===== src/rtl/digit_entry.sv =====
// digit_entry: four-digit keypad entry buffer with backspace, clear and enter/accept handling.
// Optional idle auto-clear is compiled in only when DIGIT_ENTRY_TIMEOUT_EN is defined.
module digit_entry #(
  parameter int unsigned TIMEOUT_CYCLES = 32'd250000000
) (
  input  logic        clk,
  input  logic        rst,
  input  logic        key_valid,
  input  logic [3:0]  key_code,
  output logic [3:0]  digit3,
  output logic [3:0]  digit2,
  output logic [3:0]  digit1,
  output logic [3:0]  digit0,
  output logic [3:0]  digit_en,
  output logic [2:0]  count,
  output logic        full,
  output logic        code_valid,
  output logic [15:0] code,
  output logic        err
);

  typedef enum logic [1:0] {
    EMPTY = 2'd0,
    ENTRY = 2'd1,
    FULL  = 2'd2
  } state_t;

  localparam logic [3:0] KEY_BKSP  = 4'hB;
  localparam logic [3:0] KEY_CLR   = 4'hC;
  localparam logic [3:0] KEY_ENTER = 4'hE;

  state_t      state_r, state_nxt_s;
  logic [15:0] buf_r, buf_nxt_s;     // {digit3, digit2, digit1, digit0}
  logic [2:0]  count_r, count_nxt_s;
  logic [3:0]  en_r;
  logic        full_r;
  logic [15:0] code_r, code_nxt_s;
  logic        code_valid_r, code_valid_nxt_s;
  logic        err_r, err_nxt_s;
  logic        expire_s;

  function automatic logic [3:0] therm(input logic [2:0] n);
    case (n)
      3'd0:    therm = 4'b0000;
      3'd1:    therm = 4'b0001;
      3'd2:    therm = 4'b0011;
      3'd3:    therm = 4'b0111;
      3'd4:    therm = 4'b1111;
      default: therm = 4'b0000;
    endcase
  endfunction

  function automatic state_t state_of(input logic [2:0] n);
    case (n)
      3'd0:    state_of = EMPTY;
      3'd4:    state_of = FULL;
      default: state_of = ENTRY;
    endcase
  endfunction

`ifdef DIGIT_ENTRY_TIMEOUT_EN
  localparam int unsigned TW = (TIMEOUT_CYCLES > 32'd1) ? $clog2(TIMEOUT_CYCLES) : 1;
  localparam logic [TW-1:0] T_LAST = TW'(TIMEOUT_CYCLES - 32'd1);

  logic [TW-1:0] idle_r;

  assign expire_s = (state_r != EMPTY) && (idle_r == T_LAST);

  // Idle counter: restarts on any key, on expiry, and whenever the buffer is empty
  always_ff @(posedge clk) begin
    if (rst) begin
      idle_r <= {TW{1'b0}};
    end else if (key_valid || expire_s || (state_r == EMPTY)) begin
      idle_r <= {TW{1'b0}};
    end else begin
      idle_r <= idle_r + TW'(1);
    end
  end
`else
  assign expire_s = 1'b0;
`endif

  // Next-state decode: one key per cycle; a key always beats an idle expiry
  always_comb begin
    buf_nxt_s        = buf_r;
    count_nxt_s      = count_r;
    code_nxt_s       = code_r;
    code_valid_nxt_s = 1'b0;
    err_nxt_s        = 1'b0;
    if (key_valid) begin
      case (key_code)
        4'h0, 4'h1, 4'h2, 4'h3, 4'h4, 4'h5, 4'h6, 4'h7, 4'h8, 4'h9: begin
          if (state_r != FULL) begin
            buf_nxt_s   = {buf_r[11:0], key_code};
            count_nxt_s = count_r + 3'd1;
          end else begin
            buf_nxt_s   = buf_r;
          end
        end
        KEY_BKSP: begin
          if (state_r != EMPTY) begin
            buf_nxt_s   = {4'h0, buf_r[15:4]};
            count_nxt_s = count_r - 3'd1;
          end else begin
            buf_nxt_s   = buf_r;
          end
        end
        KEY_CLR: begin
          buf_nxt_s   = 16'h0000;
          count_nxt_s = 3'd0;
        end
        KEY_ENTER: begin
          if (state_r == FULL) begin
            code_nxt_s       = buf_r;
            code_valid_nxt_s = 1'b1;
            buf_nxt_s        = 16'h0000;
            count_nxt_s      = 3'd0;
          end else begin
            err_nxt_s        = 1'b1;
          end
        end
        default: begin
          buf_nxt_s = buf_r;
        end
      endcase
    end else if (expire_s) begin
      buf_nxt_s   = 16'h0000;
      count_nxt_s = 3'd0;
    end else begin
      buf_nxt_s   = buf_r;
    end
    state_nxt_s = state_of(count_nxt_s);
  end

  // State register and registered outputs
  always_ff @(posedge clk) begin
    if (rst) begin
      state_r      <= EMPTY;
      buf_r        <= 16'h0000;
      count_r      <= 3'd0;
      en_r         <= 4'b0000;
      full_r       <= 1'b0;
      code_r       <= 16'h0000;
      code_valid_r <= 1'b0;
      err_r        <= 1'b0;
    end else begin
      state_r      <= state_nxt_s;
      buf_r        <= buf_nxt_s;
      count_r      <= count_nxt_s;
      en_r         <= therm(count_nxt_s);
      full_r       <= (state_nxt_s == FULL);
      code_r       <= code_nxt_s;
      code_valid_r <= code_valid_nxt_s;
      err_r        <= err_nxt_s;
    end
  end

  assign digit3     = buf_r[15:12];
  assign digit2     = buf_r[11:8];
  assign digit1     = buf_r[7:4];
  assign digit0     = buf_r[3:0];
  assign digit_en   = en_r;
  assign count      = count_r;
  assign full       = full_r;
  assign code       = code_r;
  assign code_valid = code_valid_r;
  assign err        = err_r;

endmodule


===== config.mk =====
export PLATFORM = sky130hd
export DESIGN_NAME = digit_entry
export DESIGN_NICKNAME = d
export VERILOG_FILES = /design/src/rtl/digit_entry.sv
export SDC_FILE = /design/constraint.sdc
export NUM_CORES = 1
export LEC_CHECK = 0
export CORE_ASPECT_RATIO = 0.5
export CORE_UTILIZATION = 52
export CTS_BUF_LIST = sky130_fd_sc_hd__clkbuf_2
export CTS_CLUSTER_SIZE = 25
export DETAILED_ROUTE_END_ITERATION = 6
export GPL_TIMING_DRIVEN = 1
export HOLD_SLACK_MARGIN = 0.05
export PLACE_DENSITY = 0.82
export SLEW_MARGIN = 40
export SYNTH_ARGS = -nofsm -noshare
export SYNTH_HDL_FRONTEND = slang
export SYNTH_SLANG_ARGS = --single-unit
export TNS_END_PERCENT = 50

===== constraint.sdc =====
create_clock -name clk -period 3.7 [get_ports clk]
set_input_delay 0.74 -clock clk [delete_from_list [all_inputs] [get_ports clk]]
set_output_delay 0.74 -clock clk [all_outputs]
set_load 0.03 [all_outputs]

* After elaboration in Yosys (flattened, before gate mapping)
Cells that the tools add are included.
** Word-level totals
- Output and inout bits :: 42
- Input port bits :: 7
- Register bits after elaboration :: 44
- Word-level logic and storage cells :: 55
** Operators by class
- Bitwise logic cells :: 2
- Reductions and logical operators :: 8
- Eq/ne operators :: 22
- Add/subtract/negate cells :: 2
- Multiplexer cells :: 13
** Operator list (count)
- $pmux W16 S4 :: 1
- $mux W16 :: 3
- $eq A4 B4 Y1 const B :: 5
- $eq A4 B3 Y1 const B :: 4
- $pmux W4 S4 :: 1
- $mux W3 :: 4
- $pmux W3 S4 :: 1
- $reduce_or A10 Y1 :: 1
- $eq A4 B2 Y1 const B :: 2
- $ne A2 B2 Y1 const B :: 4
- $eq A3 B2 Y1 const B :: 2
- $reduce_and A5 Y1 :: 1
- $eq A2 B2 Y1 const B :: 2
- $eq A4 B1 Y1 const B :: 1
- $logic_not A4 Y1 :: 1
- $pmux W2 S2 :: 1
- $reduce_bool A4 Y1 :: 1
- $add A3 B1 Y3 const B :: 1
- $eq A3 B1 Y1 const B :: 1
- $eq A3 B3 Y1 const B :: 1
- $logic_not A3 Y1 :: 1
- $reduce_and A3 Y1 :: 1
- $reduce_or A3 Y1 :: 1
- $sub A3 B1 Y3 const B :: 1
- 3 further kinds :: 5

* Depth between registers and ports, before layout
Gate-level depths: netlist of run 1.
- Word-level depth :: 7
- Gate-level depth with buffers :: 8
- Gate-level depth less buffers :: 8

* Worst setup path before layout of run 1
No wires, ideal clock.
- Path kind :: input port to flip-flop
- Start point :: input port key_code[3]
- End point :: register en_r[2] (netlist: digit_en[2])
- Data required time :: 3.613 ns
- Arrival time :: 2.077 ns
- Slack :: 1.536 ns
- Stages :: 7
- Path through :: buf_2 nand3_1 o311a_1 nand4_2 a2111oi_4 nand3b_1 o31ai_1
** On the way
- Longest elaborated chain between the ends :: 6
- Elaborated cells between the ends (all ways) :: 21
** Ends and longest elaborated chain
- start: declaration :: line 9 : input logic [3:0] key_code,
- $eq A4 B1 Y1 (tied with other cells) :: line 91 : case (key_code)
- $reduce_or A10 Y1 :: line 91
- $pmux W3 S4 (*) :: line 91
- $mux W3 (*) :: line 90 : if (key_valid) begin
- $eq A3 B3 Y1 (tied with other cells) :: line 43 : case (n)
- $pmux W4 S4 (*) :: line 43
- end signal: assignment :: line 150 : en_r <= therm(count_nxt_s);
- end: declaration :: line 35 : logic [3:0] en_r;
Every way passes the cells marked *; elsewhere a longest branch is shown, timed or not.
A chain may end at the register's enable or synchronous reset.

* Final worst setup path of run 1
- Start point :: input port key_code[3]
- End point :: register en_r[0] (netlist: digit_en[0])
The elaborated chain is that of the path after synthesis.

==> results.cfg, run 1 <==
[outcome]
outcome = finished clean

[power_and_ir_drop]
vdd_ir_drop_max_mv = 0.216
powerDensity_nw_per_um2 = 343
power.leakage_nw = 0.872
finalPower_uw = 828

[critical_path]
cp.arrival_ps = 3010
critical-path-top-delay-family = simple AND/OR/NAND/NOR gates
worst_ep_required_time_ps = 4030
crit_cells = 7
path_buf_inv = 1
critical_path.slowest_cell = clkdlybuf4s50_1
cpPeakStageDelay_ps = 660
ff2ff_path_depth = 8
crit_path_frequent_cell = nand2_1
start_kind = primary input
worstPathMaxFanout = 14
path_cells = clkdlybuf4s50_1 -> and4b_1 -> nand2_1 -> a21oi_1 -> a2111oi_4 -> or3_1 -> nand2_1
path_class = in -> reg
cp-end-kind = flip-flop

[timing]
rsz0062_at_grt = false
finalCritPeriodShare = 0.724
clock_skew_ps = 16.3
fin_crit_ps = 2680
hold_violations = 0
worst_pin_slew_ps = 732
slew_viol_final = 0
tns_ps = 0
relSlewSlack = 0.511
setup_viol = 0
fmax_mhz = 373

[grt]
grt_pass1_wl_um = 7410
grt_antenna_before_repair = 0
grt_max_degree = 34
overflow = 0
grt_use_total = 0.254
grt_pass1_vias = 1580

[logic_synthesis]
yosys.area.top_type_share = 0.453
synthFlopType = dfxtp_1
synth_simple_gate_area_frac = 0.248
synth_fp_nets = 246
synth_cells = 236
muxShareOfSynthArea = 0
synth_area_leaders = dfxtp_1 (45%), a21oi_1 (9.4%), nand2_1 (8.7%), nor2_1 (7.9%), a22oi_1 (4.5%)
synthArstFlopShare = 0
synth_cell_types = 38
synth-seq-cells = 42
ys_warn_count = 0
synth_compound_area_frac = 0.220
synth-adder-area-share = 0.0202
synth_top_area_cell = dfxtp_1
syn_avg_cell_area_um2 = 7.86
synth-xor-area-share = 0.00472
syn_area_um2 = 1860
seq_area_frac_synth = 0.453
synth_edf_count = 0
synth_top_family_by_area = simple AND/OR/NAND/NOR gates

[cts]
cts_root_buffer = clkbuf_2
clockBufferDepth = 2
ctsHoldBuffers = 0
clock-sinks = 42
cts-buffers-inserted = 5
htreeDepth = 2
cts_resized = 0
cts_tree = done
worstSkewPairLatency_ps = 380
post_cts.repair.setup_buffers = 0
clk_pin_slew_worst_paths_ps = 190

[worst_hold_path]
min_path_cells = 2
hold_path.class = reg -> reg

[place]
placement.io_buffers = 48
placed_area_um2 = 2360
gp_congestion = 0.813
place_hpwl_um = 2890

[floorplan]
rows = 14
fp.dieH_um = 44.2
core_um2 = 3190
start_util = 0.582
fp.dieW_um = 86.5
ios = 49
dieArea_um2 = 3830

[finish]
num_antenna_cells = 0
fin_area_um2 = 2420
finalCoreUtilization = 0.758
drive_above_1_share = 0.0573
fin_nets = 289
syn_to_final_growth_pct = 30.2

[routing]
routed_wirelength_um = 4380
drt-pass1-iter-count = 5
dr.first_iter.drc_count = 97
route.detailed.drc = 0
ant_nets = 0
via_per_inst = 5.53
wl_per_cell_um = 13.4
vias = 1809

[flow_run]
cap_violations = 0
==> power by group <==
group / switching, mW / total, mW / internal [mW] / leakage, nW
sequential: 0.0101 / 0.471 / 0.461 / 0.339
combinational: 0.0643 / 0.105 / 0.0404 / 0.496
clock: 0.143 / 0.252 / 0.109 / 0.0365
==> layer usage <==
| layer | global-route usage | vias up | share of wire |
|---|---|---|---|
| met3 | 0.0728 | 6 | 0.053 |
| met5 | 0 | - | 0 |
| met2 | 0.405 | 53 | 0.45 |
| met1 | 0.340 | 855 | 0.49 |
| met4 | 0.0833 | 0 | 0.0080 |
| li1 | - | 895 | - |
==> cell type report <==
| class | count | area [µm²] |
|---|---|---|
| multi-input combinational | 170 | 916 |
| sequential | 42 | 841 |
| fill | 260 | 772 |
| timing repair buffer | 52 | 510 |
| tap | 48 | 60.1 |
| clock inverter | 2 | 33.8 |
| inverter | 8 | 30.0 |
| clock buffer | 5 | 25.0 |
==> per-stage QoR <==
step / hold slack (ps) / std cells / setup WS, ps
final: 468 / 327 / 1020
after global routing: 486 / 327 / 894
after CTS: 469 / 327 / 1070
after detailed placement: 446 / 320 / 667
after global placement: 442 / 320 / 784
after floorplan: 584 / 236 / 1540
==> kinds of logic after synthesis <==
family | count (synthesis)
adder cells (fa/ha/maj) | 3
XOR/XNOR | 1
buffers and inverters | 24
AO/OA/AOI/OAI | 64
flip-flops | 42
AND/OR/NAND/NOR | 102
==> placed cells by master, fill, tap and decap left out, types with 2 or more instances in the layout <==
cell type,Yosys,layout
a21oi_1,35,35
a22oi_1,11,11
a31oi_1,3,3
and4b_1,2,2
buf_4,1,4
clkbuf_2,0,5
clkdlybuf4s50_1,0,48
dfxtp_1,42,42
ha_1,3,3
inv_1,7,7
nand2_1,43,43
nand2b_1,2,2
nand3_1,2,2
nor2_1,39,39
nor2b_1,3,3
nor3_1,2,2
o21ai_0,4,4
o31ai_1,2,2
==> cells in the mapped netlist, types with 2 or more instances <==
cell type	count
nand3_1	2
buf_2	4
nor2_1	39
nor2b_1	3
a22oi_1	11
ha_1	3
a21oi_1	35
nand2b_1	2
nor3_1	2
o21ai_0	4
and4b_1	2
inv_1	7
nand2_1	43
a31oi_1	3
clkbuf_1	11
dfxtp_1	42
o31ai_1	2
==> registers in the layout, summed over array words and instances (netlist names) <==
register,cells
code,16
count,3
code_valid,1
err,1
state_r,2
digit_en,3
buf_r,16
==> worst paths after layout <==
| check | from | to | slack (ps) |
|---|---|---|---|
| min | code[3] | code[3] | 470 |
| max | key_code[3] | digit_en[0] | 1020 |
| min reg2reg | code[3] | code[3] | 470 |
| max reg2reg | count[1] | digit_en[2] | 1510 |
==> worst min-delay path: stages, from the launching register on <==
cell     delay (ps)
dfxtp_1         350
nand2_1          50
a21oi_1          50
(Power assumes the default switching activity.)
==> inputs of run 2 (changes only) <==
--- a/config.mk
+++ b/config.mk
@@ -6,13 +6,13 @@
 export NUM_CORES = 1
 export LEC_CHECK = 0
 export CORE_ASPECT_RATIO = 0.5
-export CORE_UTILIZATION = 52
+export CORE_UTILIZATION = 50
 export CTS_BUF_LIST = sky130_fd_sc_hd__clkbuf_2
 export CTS_CLUSTER_SIZE = 25
 export DETAILED_ROUTE_END_ITERATION = 6
 export GPL_TIMING_DRIVEN = 1
 export HOLD_SLACK_MARGIN = 0.05
-export PLACE_DENSITY = 0.82
+export PLACE_DENSITY = 0.79
 export SLEW_MARGIN = 40
 export SYNTH_ARGS = -nofsm -noshare
 export SYNTH_HDL_FRONTEND = slang
==> constraint.sdc (replaced) <==
create_clock -name clk -period 2.6 [get_ports clk]
set_input_delay 0.52 -clock clk [delete_from_list [all_inputs] [get_ports clk]]
set_output_delay 0.52 -clock clk [all_outputs]
set_load 0.03 [all_outputs]
==> run 2 against run 1 <==
  * Core utilization is 5.3 points lower
  * Critical path depth is 6 lower
  * First-iteration DRC count is 13% lower
  * Sequential share of layout area is 0.62 points lower
  * Die area is 3.9% higher
  * Clock power is 57% higher
  * Cell count is 2.4% higher
  * Via count is 3.2% lower
  * Count of clock-buffer cells in the layout stayed put
  * Routed wire length is 1.3% higher
  * Critical endpoint is now digit_en[3]
  * Largest cell class unchanged
==> results.cfg, run 2 (synthesized netlist as in run 1, its figures left out) <==
[critical_path]
path_cells = clkdlybuf4s50_1
worst_ep_required_time_ps = 2080
reg2reg_slack_ps = 400
start_kind = flip-flop
critical_path.slowest_cell = clkdlybuf4s50_1
path_buf_inv = 1
cpPeakStageDelay_ps = 740
path_class = reg -> out
cp.arrival_ps = 1700
cp-end-kind = primary output
critical-path-top-delay-family = buffers and inverters
worstPathMaxFanout = 9

[grt]
grt_max_degree = 34
grtUsageMet1 = 0.311
grt_antenna_before_repair = 0
grtUsageMet2 = 0.371
grt_use_met3 = 0.0658
grt_use_total = 0.233
overflow = 0
grt_pass1_vias = 1461
top_usage_layer = met2
grt_pass1_wl_um = 6880

[floorplan]
start_util = 0.532
ios = 49
core_um2 = 3490
dieArea_um2 = 3970
fp.dieW_um = 88.2
rows = 15
fp.dieH_um = 45.1

[cts]
ctsHoldBuffers = 0
worstSkewPairLatency_ps = 410
htreeDepth = 2
clock-sinks = 42
post_cts.repair.setup_buffers = 0
clk_pin_slew_worst_paths_ps = 230
cts-buffers-inserted = 5
cts_resized = 0
clockBufferDepth = 2
cts_tree = done
cts_root_buffer = clkbuf_2

[place]
place_hpwl_um = 2950
placement.io_buffers = 48
gp_congestion = 0.776

[power_and_ir_drop]
powerDensity_nw_per_um2 = 496
power.leakage_nw = 0.898
vdd_ir_drop_max_mv = 0.300

[timing]
clock_skew_ps = 13.6
relSlewSlack = 0.756
finalCritPeriodShare = 0.855
rsz0062_at_grt = false
fmax_mhz = 450
tns_ps = 0
worst_pin_slew_ps = 363
slew_viol_final = 0
setup_viol = 0
hold_violations = 0
fin_crit_ps = 2220

[routing]
drt-pass1-iter-count = 5
route.detailed.drc = 0
ant_nets = 0
vias = 1752
via_per_inst = 5.23
wl_per_cell_um = 13.2
dr.first_iter.drc_count = 84
routed_wirelength_um = 4440

[flow_run]
cap_violations = 0

[finish]
syn_to_final_growth_pct = 32.6
num_antenna_cells = 0
drive_above_1_share = 0.0775
fin_nets = 293
layout_commonest_cell = clkdlybuf4s50_1
finalCoreUtilization = 0.705
final_cell_mix = clkdlybuf4s50_1 (48), nand2_1 (43), dfxtp_1 (42)

[worst_hold_path]
hold_path.class = reg -> reg

[outcome]
outcome = finished clean
-- run 2: power breakdown --
part	switching (mW)	leakage, nW	internal (mW)
Combinational	0.0921	0.515	0.0599
Sequential	0.0139	0.339	0.657
Clock	0.231	0.0433	0.165
Total	0.337	0.898	0.882
-- run 2: path summary, 6_finish.rpt --
kind              start  cells after the start           to
min             code[4]                      2      code[4]
min reg2reg     code[4]                      2      code[4]
max reg2reg    count[1]                      8  digit_en[2]
max          state_r[1]                      1  digit_en[3]
-- run 2: layer usage --
layer | vias up | part of all wire
met5 | - | 0
met2 | 43 | 0.45
met4 | 0 | 0.0079
met3 | 5 | 0.043
li1 | 899 | -
met1 | 805 | 0.50
-- run 2: final cells by class --
cell class                      count  area, µm²
Tap cell                           51       63.8
Sequential cell                    42        841
Multi-Input combinational cell    170        916
Fill cell                         316       1030
Clock buffer                        5       25.0
Inverter                            8       30.0
Clock inverter                      3       43.8
Timing Repair Buffer               56        541
-- run 2: stage by stage --
| stage | cells | power (mW) | setup WS (ps) | hold slack [ps] | cell area (µm²) |
|---|---|---|---|---|---|
| after floorplan | 236 | 0.781 | 492 | 584 | 1860 |
| after global placement | 327 | 0.832 | 73.1 | 442 | 2390 |
| after detailed placement | 327 | 0.833 | 0.822 | 446 | 2390 |
| after CTS | 335 | 1.22 | 371 | 471 | 2460 |
| after global routing | 335 | 1.27 | 256 | 498 | 2460 |
| final | 335 | 1.22 | 378 | 469 | 2460 |
